===== src/rtl/input_shift_register_pkg.sv =====
// Shared definitions for the PIO input shift register.
// Op codes, shift directions, FSM states and field decoders.
package input_shift_register_pkg;

  localparam int DATA_WIDTH = 32;
  localparam int CNT_WIDTH  = 6;

  typedef enum logic [1:0] {
    OP_NONE    = 2'b00,
    OP_IN      = 2'b01,
    OP_PUSH    = 2'b10,
    OP_MOV_ISR = 2'b11
  } isr_op_e;

  localparam logic SHIFT_LEFT  = 1'b0;
  localparam logic SHIFT_RIGHT = 1'b1;

  typedef enum logic {
    IDLE      = 1'b0,
    PUSH_WAIT = 1'b1
  } isr_state_e;

  // 5-bit count fields use 0 to mean 32
  function automatic logic [CNT_WIDTH-1:0] decode_n(
    input logic [4:0] v
  );
    return (v == 5'd0) ? 6'd32 : {1'b0, v};
  endfunction

endpackage


===== src/rtl/input_shift_register_merge.sv =====
// Merges n new bits into a shift register word.
// Shared by the input and output shift paths.
module isr_shift_merge
  import input_shift_register_pkg::*;
(
  input  logic [DATA_WIDTH-1:0] i_isr,
  input  logic [DATA_WIDTH-1:0] i_data,
  input  logic [CNT_WIDTH-1:0]  i_n,
  input  logic                  i_dir,
  output logic [DATA_WIDTH-1:0] o_isr_next
);

  logic [4:0]            w_sh;
  logic [CNT_WIDTH-1:0]  w_rsh;
  logic [DATA_WIDTH-1:0] w_mask;
  logic [DATA_WIDTH-1:0] w_bits;

  always_comb begin
    w_sh   = i_n[4:0];
    w_rsh  = 6'd32 - i_n;
    w_mask = ~({DATA_WIDTH{1'b1}} << w_sh);
    w_bits = i_data & w_mask;
    // i_n is 1..32, so bit 5 alone flags a full-word load
    if (i_n[5]) begin
      o_isr_next = i_data;
    end else if (i_dir == SHIFT_RIGHT) begin
      o_isr_next = (w_bits << w_rsh) | (i_isr >> w_sh);
    end else begin
      o_isr_next = (i_isr << w_sh) | w_bits;
    end
  end

endmodule


===== src/rtl/input_shift_register.sv =====
// PIO input shift register: IN accumulation, PUSH/autopush
// into the RX FIFO with a stall while the push is pending.
module input_shift_register
  import input_shift_register_pkg::*;
(
  input  logic                  clk,
  input  logic                  rst_n,
  input  logic [1:0]            in_op,
  input  logic [DATA_WIDTH-1:0] in_data,
  input  logic [4:0]            in_bit_count,
  input  logic                  in_shift_dir,
  input  logic                  in_autopush_en,
  input  logic [4:0]            in_push_thresh,
  input  logic                  in_push_iffull,
  input  logic                  in_push_block,
  input  logic                  in_push_ready,
  output logic                  out_push_valid,
  output logic [DATA_WIDTH-1:0] out_push_data,
  output logic [DATA_WIDTH-1:0] out_isr_data,
  output logic [CNT_WIDTH-1:0]  out_shift_count,
  output logic                  out_stall,
  output logic                  out_rx_drop
);

  isr_state_e            r_state;
  logic [DATA_WIDTH-1:0] r_isr;
  logic [CNT_WIDTH-1:0]  r_count;
  logic                  r_push_valid;
  logic [DATA_WIDTH-1:0] r_push_data;
  logic                  r_rx_drop;

  isr_state_e            w_state_nxt;
  logic [DATA_WIDTH-1:0] w_isr_nxt;
  logic [CNT_WIDTH-1:0]  w_count_nxt;
  logic [DATA_WIDTH-1:0] w_push_data_nxt;
  logic                  w_drop_nxt;

  isr_op_e               w_op;
  logic [CNT_WIDTH-1:0]  w_n;
  logic [CNT_WIDTH-1:0]  w_thresh;
  logic [CNT_WIDTH:0]    w_sum;
  logic [CNT_WIDTH-1:0]  w_cnt_sat;
  logic [DATA_WIDTH-1:0] w_merged;

  assign w_op     = isr_op_e'(in_op);
  assign w_n      = decode_n(in_bit_count);
  assign w_thresh = decode_n(in_push_thresh);
  assign w_sum    = {1'b0, r_count} + {1'b0, w_n};
  assign w_cnt_sat =
    (w_sum > 7'd32) ? 6'd32 : w_sum[CNT_WIDTH-1:0];

  isr_shift_merge u_merge (
    .i_isr      (r_isr),
    .i_data     (in_data),
    .i_n        (w_n),
    .i_dir      (in_shift_dir),
    .o_isr_next (w_merged)
  );

  always_comb begin
    w_state_nxt     = r_state;
    w_isr_nxt       = r_isr;
    w_count_nxt     = r_count;
    w_push_data_nxt = r_push_data;
    w_drop_nxt      = 1'b0;
    unique case (r_state)
      IDLE: begin
        unique case (w_op)
          OP_IN: begin
            // Autopush holds isr/count until the FIFO accepts
            if (in_autopush_en && (w_cnt_sat >= w_thresh)) begin
              w_push_data_nxt = w_merged;
              w_state_nxt     = PUSH_WAIT;
            end else begin
              w_isr_nxt   = w_merged;
              w_count_nxt = w_cnt_sat;
            end
          end
          OP_PUSH: begin
            if (in_push_iffull && (r_count < w_thresh)) begin
              w_state_nxt = IDLE;
            end else if (in_push_block || in_push_ready) begin
              w_push_data_nxt = r_isr;
              w_state_nxt     = PUSH_WAIT;
            end else begin
              w_isr_nxt   = '0;
              w_count_nxt = '0;
              w_drop_nxt  = 1'b1;
            end
          end
          OP_MOV_ISR: begin
            w_isr_nxt   = in_data;
            w_count_nxt = '0;
          end
          OP_NONE: begin
            w_state_nxt = IDLE;
          end
        endcase
      end
      PUSH_WAIT: begin
        if (r_push_valid && in_push_ready) begin
          w_isr_nxt   = '0;
          w_count_nxt = '0;
          w_state_nxt = IDLE;
        end
      end
    endcase
  end

  always_ff @(posedge clk or negedge rst_n) begin
    if (!rst_n) begin
      r_state      <= IDLE;
      r_isr        <= '0;
      r_count      <= '0;
      r_push_valid <= 1'b0;
      r_push_data  <= '0;
      r_rx_drop    <= 1'b0;
    end else begin
      r_state      <= w_state_nxt;
      r_isr        <= w_isr_nxt;
      r_count      <= w_count_nxt;
      r_push_valid <= (w_state_nxt == PUSH_WAIT);
      r_push_data  <= w_push_data_nxt;
      r_rx_drop    <= w_drop_nxt;
    end
  end

  assign out_push_valid  = r_push_valid;
  assign out_push_data   = r_push_data;
  assign out_isr_data    = r_isr;
  assign out_shift_count = r_count;
  assign out_stall       = (r_state == PUSH_WAIT);
  assign out_rx_drop     = r_rx_drop;

endmodule

===== config.mk =====
export PLATFORM = sky130hd
export DESIGN_NAME = input_shift_register
export DESIGN_NICKNAME = d
export VERILOG_FILES = /design/src/rtl/input_shift_register_pkg.sv /design/src/rtl/input_shift_register_merge.sv /design/src/rtl/input_shift_register.sv
export SDC_FILE = /design/constraint.sdc
export NUM_CORES = 1
export LEC_CHECK = 0
export ABC_AREA = 0
export CORE_ASPECT_RATIO = 1.4
export CORE_MARGIN = 2
export CORE_UTILIZATION = 33
export DETAILED_ROUTE_END_ITERATION = 7
export PLACE_DENSITY = 0.48
export SYNTH_ARGS = -nofsm -noshare
export SYNTH_HDL_FRONTEND = slang
export SYNTH_SLANG_ARGS = --single-unit

===== constraint.sdc =====
create_clock -name clk -period 4.54 [get_ports clk]
set_clock_uncertainty 0.2 [all_clocks]
set_input_delay 0.454 -clock clk [delete_from_list [all_inputs] [get_ports clk]]
set_output_delay 0.454 -clock clk [all_outputs]
set_load 0.01 [all_outputs]

==> results.md <==
- Outcome: finished clean
- Share of layout cells above drive strength 1: 20.91%
- CP endpoint kind: flip-flop
- CTS Buffer Depth: 2
- Post-route ant nets: 0
- Dpl ws: -0.009973 ns
- Ys Warns: 0
- Post-CTS Setup Bufs: 0
- Crit path kind: flip-flop to flip-flop
- Clk root buf: clkbuf_16
- Synthesized net count: 1447
- TNS Setup: 0 ns
- Post-DP HPWL: 50080 um
- CP Max Fanout: 19
- Die area: 0.03535 mm^2
- Initial antenna violation count: 1
- Reg2reg end: out_isr_data[14]$_DFFE_PN0P_
- Multi-input gate area: 0.008587 mm^2
- Min-Delay Path Class: input pin to async pin
- TritonCTS buffer count: 9
- Initial DRT Pass Iterations: 8
- Ys async rst share: 100.0%
- Per-cell routed wire length: 34.44 um
- Core Box Area: 0.03331 mm^2
- Fill cell count: 3454
- Antenna cells: 0
- CP startpoint: out_shift_count[0]$_DFFE_PN0P_
- First-pass GRT wire length: 93920 um
- IO Pins: 124
- Startpoint types: flip-flop
- Tightest Pin Transition: 1.181 ns
- Largest net degree at the start of global routing: 106
- Rows: 79
- Total track usage: 36.35%
- Post-synth EDFFs: 0
- Worst vdd ir: 0.0002506 V
- # DRC: 0
- Grt ovf: 0
- Via count: 13.12k
- Final core occ: 41.12%
- Reg area: 0.001802 mm^2
- Fmax: 0.2356 GHz
- Critical path, cell by cell: ha_2 > ha_1 > a21oi_1 > o21ai_0 > maj3_1 > xnor2_1 > nor2_2 > ha_1 > a21o_1 > a21oi_1 > o21a_1 > o21a_1 > a21boi_4 > a22o_1 > a21o_1
- Mapped Cells: 1374
- Worst EP required: 4.58 ns
- Synth Register Bits: 72
- Final nets: 1546
- # H-tree levels: 3
- Top_reg_cell synth: dfrtp_1
- CP peak stage delay: 0.44 ns
- Die Span X: 159.5 um
- Chip height: 221.7 um
- Final Cycle Share: 93.48%
- CTS tree: yes
- Final GP Congestion: 1.030
- R2R cell count: 15
- Syn Area/Cell: 8.129 um^2
- Worst-path clk slew: 0.06 ns
- Reg2reg start: out_shift_count[0]$_DFFE_PN0P_
- WL final: 66220 um
- Worst setup endpoint: out_isr_data[14]$_DFFE_PN0P_
- Final setup viols: 0
- Min Tclk post-route: 4.244 ns
- Initial Util: 33.53%
- Clk_lat worst skew: 0.35 ns
- Post-synthesis cell type count: 89
- Slew headroom: 19.21%
- Via density: 6.822
- First DRT Iteration DRCs: 1578
- Max-slew violation count: 0
- CP Data Arrival Time: 4.28 ns
- Port Buffers: 123
- Final hold violations: 0
- Leakage: 5.286 nW
- Slowest CP cell: dfrtp_1
- Number of global-route vias before repair: 12.46k
- Worst Setup Slack, final: 0.2961 ns
- Post-Syn Area: 0.01117 mm^2
- Finished Layout Cells: 1923
- Cell Area, Placed: 0.01337 mm^2
- DP Cell Count: 1906
- R2r setup slk: 0.30 ns
- Seq/Total Area, Yosys: 16.13%
- RSZ-0062 raised after global routing: no
- PD cells: 515.3 mW/mm^2
- Clock sink total: 72
- Reported max-cap violation count: 0
- Non-Filler Cell Area, Final: 0.01370 mm^2
- Area Growth Syn to Fin: 22.64%
[critical path, delay by kind of cell, from the launching register on]
family / cells / cell delay [ns]
xor+xnor: 1 / 0.36
flops: 1 / 0.44
simple gates: 1 / 0.08
fa+ha+maj: 4 / 1.11
compound gates: 9 / 1.93
[how the worst min path moves through the flow]
stage,from,endpoint,slack (ns),cells after the start
floorplan,rst_n,out_isr_data[0]$_DFFE_PN0P_,-0.04,0
global placement,out_push_data[2]$_DFFE_PN0P_,out_push_data[2]$_DFFE_PN0P_,0.26,1
detailed placement,out_push_data[2]$_DFFE_PN0P_,out_push_data[2]$_DFFE_PN0P_,0.27,1
CTS,rst_n,out_rx_drop$_DFF_PN0_,0.1,1
global route,rst_n,out_rx_drop$_DFF_PN0_,0.14,1
finish,rst_n,out_rx_drop$_DFF_PN0_,0.05,1
[repair_timing]
item | CTS | global route
hold buffers | 0 | 0
gates resized for setup | 0 | 1
endpoints found under the setup margin | 0 | 36
[cell type report]
class / count / share of cell area (%)
Multi-Input combinational cell: 1105 / 62.69
Timing Repair Buffer: 250 / 16.81
Sequential cell: 72 / 13.15
Tap cell: 445 / 4.065
Clock buffer: 11 / 1.699
Inverter: 35 / 0.9956
Clock inverter: 5 / 0.5937
[cell usage in the layout, fill, tap and decap left out, types with 13 or more instances in the layout]
cell and count:
nor2_1 89, mux2_2 46, buf_4 120, mux2i_1 52
o221ai_1 17, o31ai_1 30, a21oi_1 65, nand2_1 147
ha_1 19, nor3_1 27, a31oi_1 22, nand2b_1 13
clkdlybuf4s50_1 117, a21o_1 15, nand3_1 32, dfrtp_1 72
a211oi_1 31, a22oi_1 32, o211ai_1 26, o22ai_1 22
o21ai_0 100, mux4_2 74, inv_1 30
[flip-flops by register name (all words and copies together) (netlist names)]
register,count
out_shift_count,6
out_isr_data,32
out_push_data,32
out_push_valid,1
out_rx_drop,1
[Yosys cell counts (8+ instances only)]
master | instances | share of area [%]
buf_2 | 50 | 2.2
a22o_1 | 8 | 0.63
o31ai_1 | 30 | 2.0
o311ai_0 | 8 | 0.63
or2_2 | 10 | 0.56
nand2b_1 | 13 | 0.73
mux2i_1 | 52 | 4.7
nor2_1 | 91 | 3.1
clkbuf_1 | 89 | 3.0
nor3_1 | 28 | 1.3
a21o_1 | 15 | 1.0
a31oi_1 | 22 | 1.2
a211oi_1 | 31 | 2.1
mux4_2 | 74 | 15
mux2_2 | 46 | 4.6
o21a_1 | 12 | 0.81
and2_1 | 12 | 0.67
ha_1 | 22 | 2.5
nand3_1 | 33 | 1.5
o221ai_1 | 17 | 1.3
a221o_1 | 12 | 1.1
inv_1 | 30 | 1.0
a211o_1 | 9 | 0.71
a221oi_1 | 8 | 0.63
a22oi_1 | 32 | 2.2
and3_1 | 9 | 0.50
o21ai_0 | 100 | 4.5
buf_1 | 13 | 0.44
a21oi_1 | 65 | 2.9
o211ai_1 | 26 | 1.7
xnor2_1 | 8 | 0.63
o22ai_1 | 22 | 1.2
nand2_1 | 147 | 4.9
buf_4 | 8 | 0.54
dfrtp_1 | 72 | 16
[cells by family after synthesis]
group | Yosys count | synth area share [%]
buf+inv | 198 | 7.628
fa+ha+maj | 25 | 2.733
compound gates | 505 | 32.02
flops | 72 | 16.13
simple gates | 392 | 16.49
xor+xnor | 10 | 0.7842
mux | 172 | 24.22
[metrics by stage]
| stage | total power [mW] | hold slack (ns) |
|---|---|---|
| floorplan | 3.876 | -0.04159 |
| global placement | 6.126 | 0.2634 |
| detailed placement | 6.129 | 0.2711 |
| CTS | 6.924 | 0.09958 |
| global route | 7.311 | 0.1376 |
| finish | 7.059 | 0.04846 |
[metal layers]
layer	up-vias	GRT usage [%]	share of wire, %
met5	-	0	0.024
met4	2	25.75	8.7
met3	200	4.545	6.6
met2	739	58.73	46
met1	6605	44.77	38
li1	5572	-	-
[where the power goes]
part | switching [mW] | total [mW] | internal [mW]
logic | 2.41 | 4.53 | 2.13
clock network | 0.294 | 0.776 | 0.482
registers | 0.828 | 1.75 | 0.921
total | 3.53 | 7.06 | 3.53
Power figures use the tool's default switching activity.
